--- src/rtl/stream_fifo_if.sv ---
// Valid/ready stream bundle around stream_fifo: upstream beat, downstream head and occupancy status.
// master modport is the producer/consumer environment; slave modport is the FIFO itself.
// Parameters must match the stream_fifo instance the bundle is connected to.
interface stream_fifo_if #(
   parameter int DWIDTH = 8,
   parameter int DEPTH  = 4
);
   localparam int CW = $clog2(DEPTH) + 1;

   logic              in_valid;
   logic [DWIDTH-1:0] in_data;
   logic              in_ready;
   logic              out_valid;
   logic [DWIDTH-1:0] out_data;
   logic              out_ready;
   logic [CW-1:0]     count;
   logic              full;
   logic              empty;

   modport master (
      output in_valid, in_data, out_ready,
      input  in_ready, out_valid, out_data, count, full, empty
   );

   modport slave (
      input  in_valid, in_data, out_ready,
      output in_ready, out_valid, out_data, count, full, empty
   );
endinterface

--- src/rtl/stream_fifo.sv ---
// Elastic valid/ready FIFO behind the arbiter output; in_ready = ~full, never a function of out_ready.
// Latency 1 cycle from storage; with STREAM_FIFO_BYPASS_EN defined an empty FIFO forwards a beat in 0 cycles.
// Backpressure: when full no push occurs, even if a pop happens in the same cycle.
module stream_fifo #(
   parameter int DWIDTH = 8,
   parameter int DEPTH  = 4
) (
   input logic          clk,
   input logic          rst,
   stream_fifo_if.slave bus
);
   localparam int AW = $clog2(DEPTH);
   localparam int PW = AW + 1;

   logic [DWIDTH-1:0] mem_q [DEPTH];
   logic [PW-1:0]     wr_ptr_q, wr_ptr_d;
   logic [PW-1:0]     rd_ptr_q, rd_ptr_d;
   logic [AW-1:0]     wr_idx, rd_idx;
   logic              empty, full;
   logic              push, pop;
   logic [DWIDTH-1:0] head_dat;

   // Status purely from the registered pointer pair; the MSB is the wrap bit
   always_comb begin
      wr_idx   = wr_ptr_q[AW-1:0];
      rd_idx   = rd_ptr_q[AW-1:0];
      empty    = (wr_ptr_q == rd_ptr_q);
      full     = (wr_idx == rd_idx) && (wr_ptr_q[AW] != rd_ptr_q[AW]);
      head_dat = mem_q[rd_idx];
   end

   // Handshake and output datapath; bypass only changes behaviour while empty
   always_comb begin
      bus.in_ready = ~full;
      bus.count    = wr_ptr_q - rd_ptr_q;
      bus.full     = full;
      bus.empty    = empty;
`ifdef STREAM_FIFO_BYPASS_EN
      bus.out_valid = ~empty | bus.in_valid;
      if (!empty) begin
         bus.out_data = head_dat;
      end else if (bus.in_valid) begin
         bus.out_data = bus.in_data;
      end else begin
         bus.out_data = '0;
      end
      pop  = ~empty & bus.out_ready;
      // A beat forwarded straight through while empty never touches storage
      push = bus.in_valid & ~full & ~(empty & bus.out_ready);
`else
      bus.out_valid = ~empty;
      bus.out_data  = empty ? '0 : head_dat;
      pop           = ~empty & bus.out_ready;
      push          = bus.in_valid & ~full;
`endif
   end

   // Next pointer values: each advances by one per transfer and wraps naturally
   always_comb begin
      wr_ptr_d = wr_ptr_q + {{AW{1'b0}}, push};
      rd_ptr_d = rd_ptr_q + {{AW{1'b0}}, pop};
   end

   // Pointer registers with synchronous active-low reset that empties the FIFO
   always_ff @(posedge clk) begin
      if (!rst) begin
         wr_ptr_q <= '0;
         rd_ptr_q <= '0;
      end else begin
         wr_ptr_q <= wr_ptr_d;
         rd_ptr_q <= rd_ptr_d;
      end
   end

   // Storage array is not reset; a beat offered during the reset cycle is dropped
   always_ff @(posedge clk) begin
      if (push && rst) begin
         mem_q[wr_idx] <= bus.in_data;
      end
   end

   // Upstream must hold a stalled beat offered with unchanged payload until accepted
   a_in_hold: assert property (@(posedge clk) disable iff (!rst)
      (bus.in_valid && !bus.in_ready) |=> (bus.in_valid && $stable(bus.in_data)));
endmodule

--- src/flat_wrapper.sv ---
// flat-port wrapper written by rule: the top's interface ports become plain ports
module stream_fifo_flat 
#(
   parameter int DWIDTH = 8,
   parameter int DEPTH  = 4
)
  (clk, rst, bus_in_valid, bus_in_data, bus_out_ready, bus_in_ready, bus_out_valid, bus_out_data, bus_count, bus_full, bus_empty);
  stream_fifo_if #(.DWIDTH(DWIDTH), .DEPTH(DEPTH)) bus_i ();
  input logic clk;
  input logic rst;
  input wire logic [$bits(bus_i.in_valid)-1:0] bus_in_valid;
  input wire logic [$bits(bus_i.in_data)-1:0] bus_in_data;
  input wire logic [$bits(bus_i.out_ready)-1:0] bus_out_ready;
  output wire logic [$bits(bus_i.in_ready)-1:0] bus_in_ready;
  output wire logic [$bits(bus_i.out_valid)-1:0] bus_out_valid;
  output wire logic [$bits(bus_i.out_data)-1:0] bus_out_data;
  output wire logic [$bits(bus_i.count)-1:0] bus_count;
  output wire logic [$bits(bus_i.full)-1:0] bus_full;
  output wire logic [$bits(bus_i.empty)-1:0] bus_empty;
  assign bus_i.in_valid = bus_in_valid;
  assign bus_i.in_data = bus_in_data;
  assign bus_i.out_ready = bus_out_ready;
  assign bus_in_ready = bus_i.in_ready;
  assign bus_out_valid = bus_i.out_valid;
  assign bus_out_data = bus_i.out_data;
  assign bus_count = bus_i.count;
  assign bus_full = bus_i.full;
  assign bus_empty = bus_i.empty;
  stream_fifo #(.DWIDTH(DWIDTH), .DEPTH(DEPTH)) u_core (.clk(clk), .rst(rst), .bus(bus_i));
endmodule
--- config.mk ---
export PLATFORM = sky130hd
export DESIGN_NAME = stream_fifo_flat
export DESIGN_NICKNAME = d
export VERILOG_FILES = /design/src/rtl/stream_fifo_if.sv /design/src/rtl/stream_fifo.sv /design/src/flat_wrapper.sv
export SDC_FILE = /design/constraint.sdc
export NUM_CORES = 1
export LEC_CHECK = 0
export ABC_AREA = 1
export BUFFER_PORTS_ARGS = -buffer_cell sky130_fd_sc_hd__buf_2
export CORE_ASPECT_RATIO = 0.75
export CORE_MARGIN = 2
export CORE_UTILIZATION = 50
export CTS_BUF_LIST = sky130_fd_sc_hd__clkbuf_4 sky130_fd_sc_hd__clkbuf_8
export DETAILED_ROUTE_END_ITERATION = 16
export GPL_ROUTABILITY_DRIVEN = 1
export PLACE_DENSITY = 0.71
export SYNTH_ARGS = -nofsm -noshare
export SYNTH_HDL_FRONTEND = slang
export SYNTH_SLANG_ARGS = --single-unit
--- constraint.sdc ---
create_clock -name clk -period 3.8 [get_ports clk]
set_clock_uncertainty 0.2 [all_clocks]
set_input_delay 0.76 -clock clk [delete_from_list [all_inputs] [get_ports clk]]
set_output_delay 0.76 -clock clk [all_outputs]
set_load 0.03 [all_outputs]
# [Yosys cells after proc, flatten, opt, wreduce, memory -nomap -nowiden]
# Memory sizes are Yosys's and may differ from the RTL's. A register that Yosys moved wholly into a read port is not among the register bits.
# Cells that the tools add are included.
[classes] n_addsub=3 n_mul=0 n_div=0 n_lt_le_gt_ge=0 n_eq_ne=3 n_shift=0 mux=4 bitwise_logic=4 n_reduce_logical=2
[op_table] op="two-way mux 8 bit" n=1
[op_table] op="adder 3 x 1 -> 3 bit" n=2
[op_table] op="== test 3 bit" n=1
[op_table] op="subtractor 3 bit" n=1
[op_table] op="bitwise AND 1 bit" n=2
[op_table] op="== test 2 bit" n=1
[op_table] op="logical AND 1 bit" n=2
[op_table] op="two-way mux 1 bit" n=2
[op_table] op="two-way mux 2 bit" n=1
[op_table] op="NOT 1 bit" n=2
[op_table] op="inequality test 1 bit" n=1
[word_totals] register_bits=6 latchBits=0 mem_bits_rw=32 romBits=0 inputBits=12 out_inout_bits=15 elab_cells=19 mem_count=1
[mem_list] memory="u_core.mem_q" words=4 word_bits=8 rd=1 rd_ports_with_merged_regs=1 write_ports=1 line_no="stream_fifo.sv:15" rtl="logic [DWIDTH-1:0] mem_q [DEPTH];"

# [Logic depth before layout (Yosys ltp)]
[depth] depth_word=7 ltp_mapped=13 ltp_nobuf=12

# [Worst setup path after synthesis]
# No wires, ideal clock.
[synth_timing] path_kind="reg-to-output" startpoint="reg u_core.rd_ptr_q[1]" endpoint="out bus_full" t_arrival_ns=1.767 required_ns=2.840 path_slack_ns=1.073 path_stages_with_launch=8 n_path_buf=1 path_cell_list="dfxtp_1 > buf_4 > clkinv_1 > ha_1 > nand2_1 > inv_1 > nand3_1 > inv_1"
[synth_between] elab_chain_cells=2
[synth_lines] element="start: declaration" line_no="stream_fifo.sv:17" rtl="logic [PW-1:0] rd_ptr_q, rd_ptr_d;"
[synth_lines] element="start signal: assignment" line_no="stream_fifo.sv:71" rtl="rd_ptr_q <= rd_ptr_d;"
[synth_lines] element="== test 2 bit" line_no="stream_fifo.sv:28" rtl="full = (wr_idx == rd_idx) && (wr_ptr_q[AW] != rd_ptr_q[AW]);"
[synth_lines] element="logical AND 1 bit" line_no="stream_fifo.sv:28"
[synth_lines] element="end: declaration" line_no="flat_wrapper.sv:18" rtl="output wire logic [$bits(bus_i.full)-1:0] bus_full;"
# Every way passes these cells.

# [Worst setup path in the final report]
[layout_timing] startpoint="reg u_core.rd_ptr_q[1]" endpoint="out bus_empty"
[layout_between] elab_chain_cells=1
[layout_lines] element="== test 3 bit" line_no="stream_fifo.sv:27" rtl="empty = (wr_ptr_q == rd_ptr_q);"
[layout_lines] element="end: declaration" line_no="flat_wrapper.sv:19" rtl="output wire logic [$bits(bus_i.empty)-1:0] bus_empty;"
# Every way passes these cells.

==> flow_results.org <==
** Detailed routing
- After detailed routing, the met3 layer carries 175 um of wire.
- Uppermost layer routed :: met4
- Number of vias in the routed layout :: 1250
- In this run the remaining antenna-violating nets after routing total 0.
- Number of iterations in the first detailed-routing pass :: 4
- After detailed routing, the met2 layer carries 1583 um of wire.
- Summed over all layers, the routed wires come to 3297 um.
- Routed metal-1 wire length :: 1479 um
- After detailed routing, the number of remaining DRC violations is 0.
- In the final routed layout, each cell accounts on average for 13.03 um.
- In this run, the number of DRC markers left after iteration 0 of detailed routing was 76.
- Via-per-instance ratio :: 4.941

** Setup path
- Data on the critical path is required at its endpoint by 2840 ps.
- Start-to-end type of the worst setup path :: flop to output pin
- The worst setup path is launched from a flop.
- STA classifies the critical path endpoint as an output pin.
- STA puts the critical path data arrival time at 2400 ps.
- Along the worst path, the maximum fanout reaches 11.

** Placement
- Routability-driven placement finished with a final weighted congestion of 0.8175.
- Port buffering added 26 buffers.
- The placed instances occupy a cell area of 1947 sq um.
- The HPWL after detailed placement is 2297 um.
- After detailed placement, the design holds a cell count of 245.
- Timing analysis after detailed placement gives a worst setup slack of 693.6 ps.

** CTS
- In this run the clock root is driven by a sky130_fd_sc_hd__clkbuf_8.
- Worst-skew pair later-pin latency :: 290 ps
- The number of gates resized after CTS was 0.
- Hold_buf cts :: 0
- TritonCTS built the clock tree.
- Total clock sinks :: 38
- Buffers added to address setup during post-CTS repair amount to 0.
- H-tree levels :: 2
- Clock buffer depth :: 2
- After clock tree synthesis, the clock-pin slew on the worst setup and hold paths is 70 ps.
- TritonCTS created 5 clock buffers.

** Cells and area
- With fillers left out, the area of the finished cells amounts to 2032 sq um.
- Fill cell instance count of the final layout :: 291
- Compared with the post-synthesis result, the final layout area differs by 14.29%.
- The net count of the finished layout is 231.
- Total inserted antenna cells :: 0
- Post-route insts no fill :: 253
- Highest-count cells in the layout ignoring fill and taps :: sky130_fd_sc_hd__nand2_1 (65), sky130_fd_sc_hd__edfxtp_1 (32), sky130_fd_sc_hd__inv_1 (29), sky130_fd_sc_hd__buf_2 (26), sky130_fd_sc_hd__nand3_1 (10)
- Summing all flip-flop and latch instances after layout gives 1081 sq um.
- Layout cells sized above 1 :: 23.94%
- At the end of the flow the core is filled with cells to 60.55%.
- Commonest non-fill, non-tap cell in the layout :: sky130_fd_sc_hd__nand2_1
- In the final layout, the multi-input gates occupy 521.8 sq um.

** Floorplanning
- Die Ht :: 55.64 um
- I/O pin total :: 27
- For this configuration, the core starts out at a cell density of 52.98%.
- The region available for standard cell placement spans 3356 sq um.
- Site row count :: 18
- Measured along the x axis, the die boundary spans 72.86 um.
- Area of the die :: 4054 sq um

** Global routing
- The total overflow left after global routing is 0.
- Global-route total usage across every layer :: 17.77%
- Wire length of the first global-routing pass :: 5230 um
- Number of global-route vias before repair :: 1166
- Entering global routing, the biggest net connects 17 pins.
- Initial antenna violation count :: 0

** Logic synthesis
- Sequential share of the synthesized area :: 60.80%
- Counting every net in the synthesized netlist gives 198.
- Yosys mapped the design onto 19 distinct sky130hd cell types.
- Synthesis produced a netlist whose cell count is 179.
- Average instance area after synthesis :: 9.933 sq um
- #FFs+latches synth :: 38
- The synthesized netlist occupies a cell area of 1778 sq um.
- During synthesis, Yosys emitted a total of 0 warnings.

** Power and ir drop
- Peak ir drop on the vdd network :: 0.0003133 V
- Power per standard cell area :: 556.6 nW/um^2
- Leakage power :: 0.9804 nW
- The design draws 1.131 mW.

** Status
- Run status :: finished, final reports clean

** STA
- For the final routed database, the setup TNS stands at 0 ps.
- Setup repair after global routing left no endpoint under its margin.
- Max Clk Rate :: 297.4 MHz
- The worst path needs 3363 ps of the cycle, external delays included.
- Final hold analysis gives a worst-case slack of 354.3 ps.
- The final number of max-transition violations came to 0.
- Max-slew headroom :: 69.16%
- The final count of hold timing violations was 0.
- For the pin with the worst max-slew slack, the measured transition is 461.9 ps.
- Final number of setup-violating endpoints :: 0
- Tcrit/Tclk final :: 88.49%
- Post-layout worst setup margin :: 437.4 ps

** Hold path
- Class of the tightest hold or removal check :: flop to flop

** Run
- Across the run, the number of max-cap violations was 0.
-- state kept, by name (all words and copies together), names as in the netlist --
name	count
u_core.wr_ptr_q	3
u_core.mem_q	32
u_core.rd_ptr_q	3
-- layout make-up --
class                      instances  share of cell area [%]
clock buffer                       6                   3.756
clock inverter                     2                  0.4310
inverter                          33                   6.219
multi-input combinational        103                   25.68
sequential                        38                   53.20
tap                               40                   2.463
timing repair buffer              31                   8.251
-- final timing paths --
kind / startpoint / end / slack, ps / depth (start not counted)
max: u_core.rd_ptr_q[1] / bus_empty / 440 / 5
min: u_core.wr_ptr_q[2] / u_core.wr_ptr_q[2] / 350 / 2
max reg2reg: u_core.rd_ptr_q[1] / u_core.rd_ptr_q[1] / 1070 / 9
min reg2reg: u_core.wr_ptr_q[2] / u_core.wr_ptr_q[2] / 350 / 2
-- cell usage after synthesis --
cell | count | area (sq um)
sky130_fd_sc_hd__buf_6 | 3 | 33.78
sky130_fd_sc_hd__inv_4 | 1 | 6.260
sky130_fd_sc_hd__dfxtp_1 | 6 | 120.1
sky130_fd_sc_hd__nor2_1 | 9 | 33.78
sky130_fd_sc_hd__nand2_2 | 1 | 6.260
sky130_fd_sc_hd__nand3_1 | 10 | 50.05
sky130_fd_sc_hd__xor2_1 | 1 | 8.760
sky130_fd_sc_hd__ha_1 | 6 | 75.07
sky130_fd_sc_hd__inv_2 | 2 | 7.510
sky130_fd_sc_hd__fa_1 | 1 | 20.02
sky130_fd_sc_hd__edfxtp_1 | 32 | 960.9
sky130_fd_sc_hd__buf_4 | 2 | 15.01
sky130_fd_sc_hd__nor2_2 | 1 | 6.260
sky130_fd_sc_hd__a21oi_1 | 1 | 5.000
sky130_fd_sc_hd__nand2_1 | 65 | 244.0
sky130_fd_sc_hd__a21oi_2 | 7 | 61.31
sky130_fd_sc_hd__clkinv_1 | 1 | 3.750
sky130_fd_sc_hd__nor2_4 | 1 | 11.26
sky130_fd_sc_hd__inv_1 | 29 | 108.9
-- kinds of logic (layout without fill, tap and decap cells) --
logic type	Yosys count	count (layout)	synth area share (%)
AOI/OAI and AO/OA	8	8	3.730
DFF	38	38	60.80
and+or+nand+nor	87	87	19.77
xor gates and xnor gates	1	1	0.4927
buffers and inverters	38	72	9.852
adders and majority gates	7	7	5.348
-- per-layer routing --
layer	vias up	GRT usage [%]
met2	29	27.66
met3	8	6.159
li1	623	-
met1	590	21.98
met5	-	0
met4	0	8.730
-- worst max-delay path: stages (launching register included) --
cell                       delay, ps
sky130_fd_sc_hd__dfxtp_1         610
sky130_fd_sc_hd__clkinv_1        390
sky130_fd_sc_hd__ha_1            390
sky130_fd_sc_hd__nand2_1          90
sky130_fd_sc_hd__nor2_4          360
sky130_fd_sc_hd__buf_2           280
-- where the power goes --
| part | internal (mW) | switching (mW) | total, mW |
|---|---|---|---|
| sequential | 0.469 | 0.0156 | 0.484 |
| combinational | 0.113 | 0.270 | 0.382 |
| clock | 0.133 | 0.132 | 0.265 |
(Power assumes the default switching activity.)
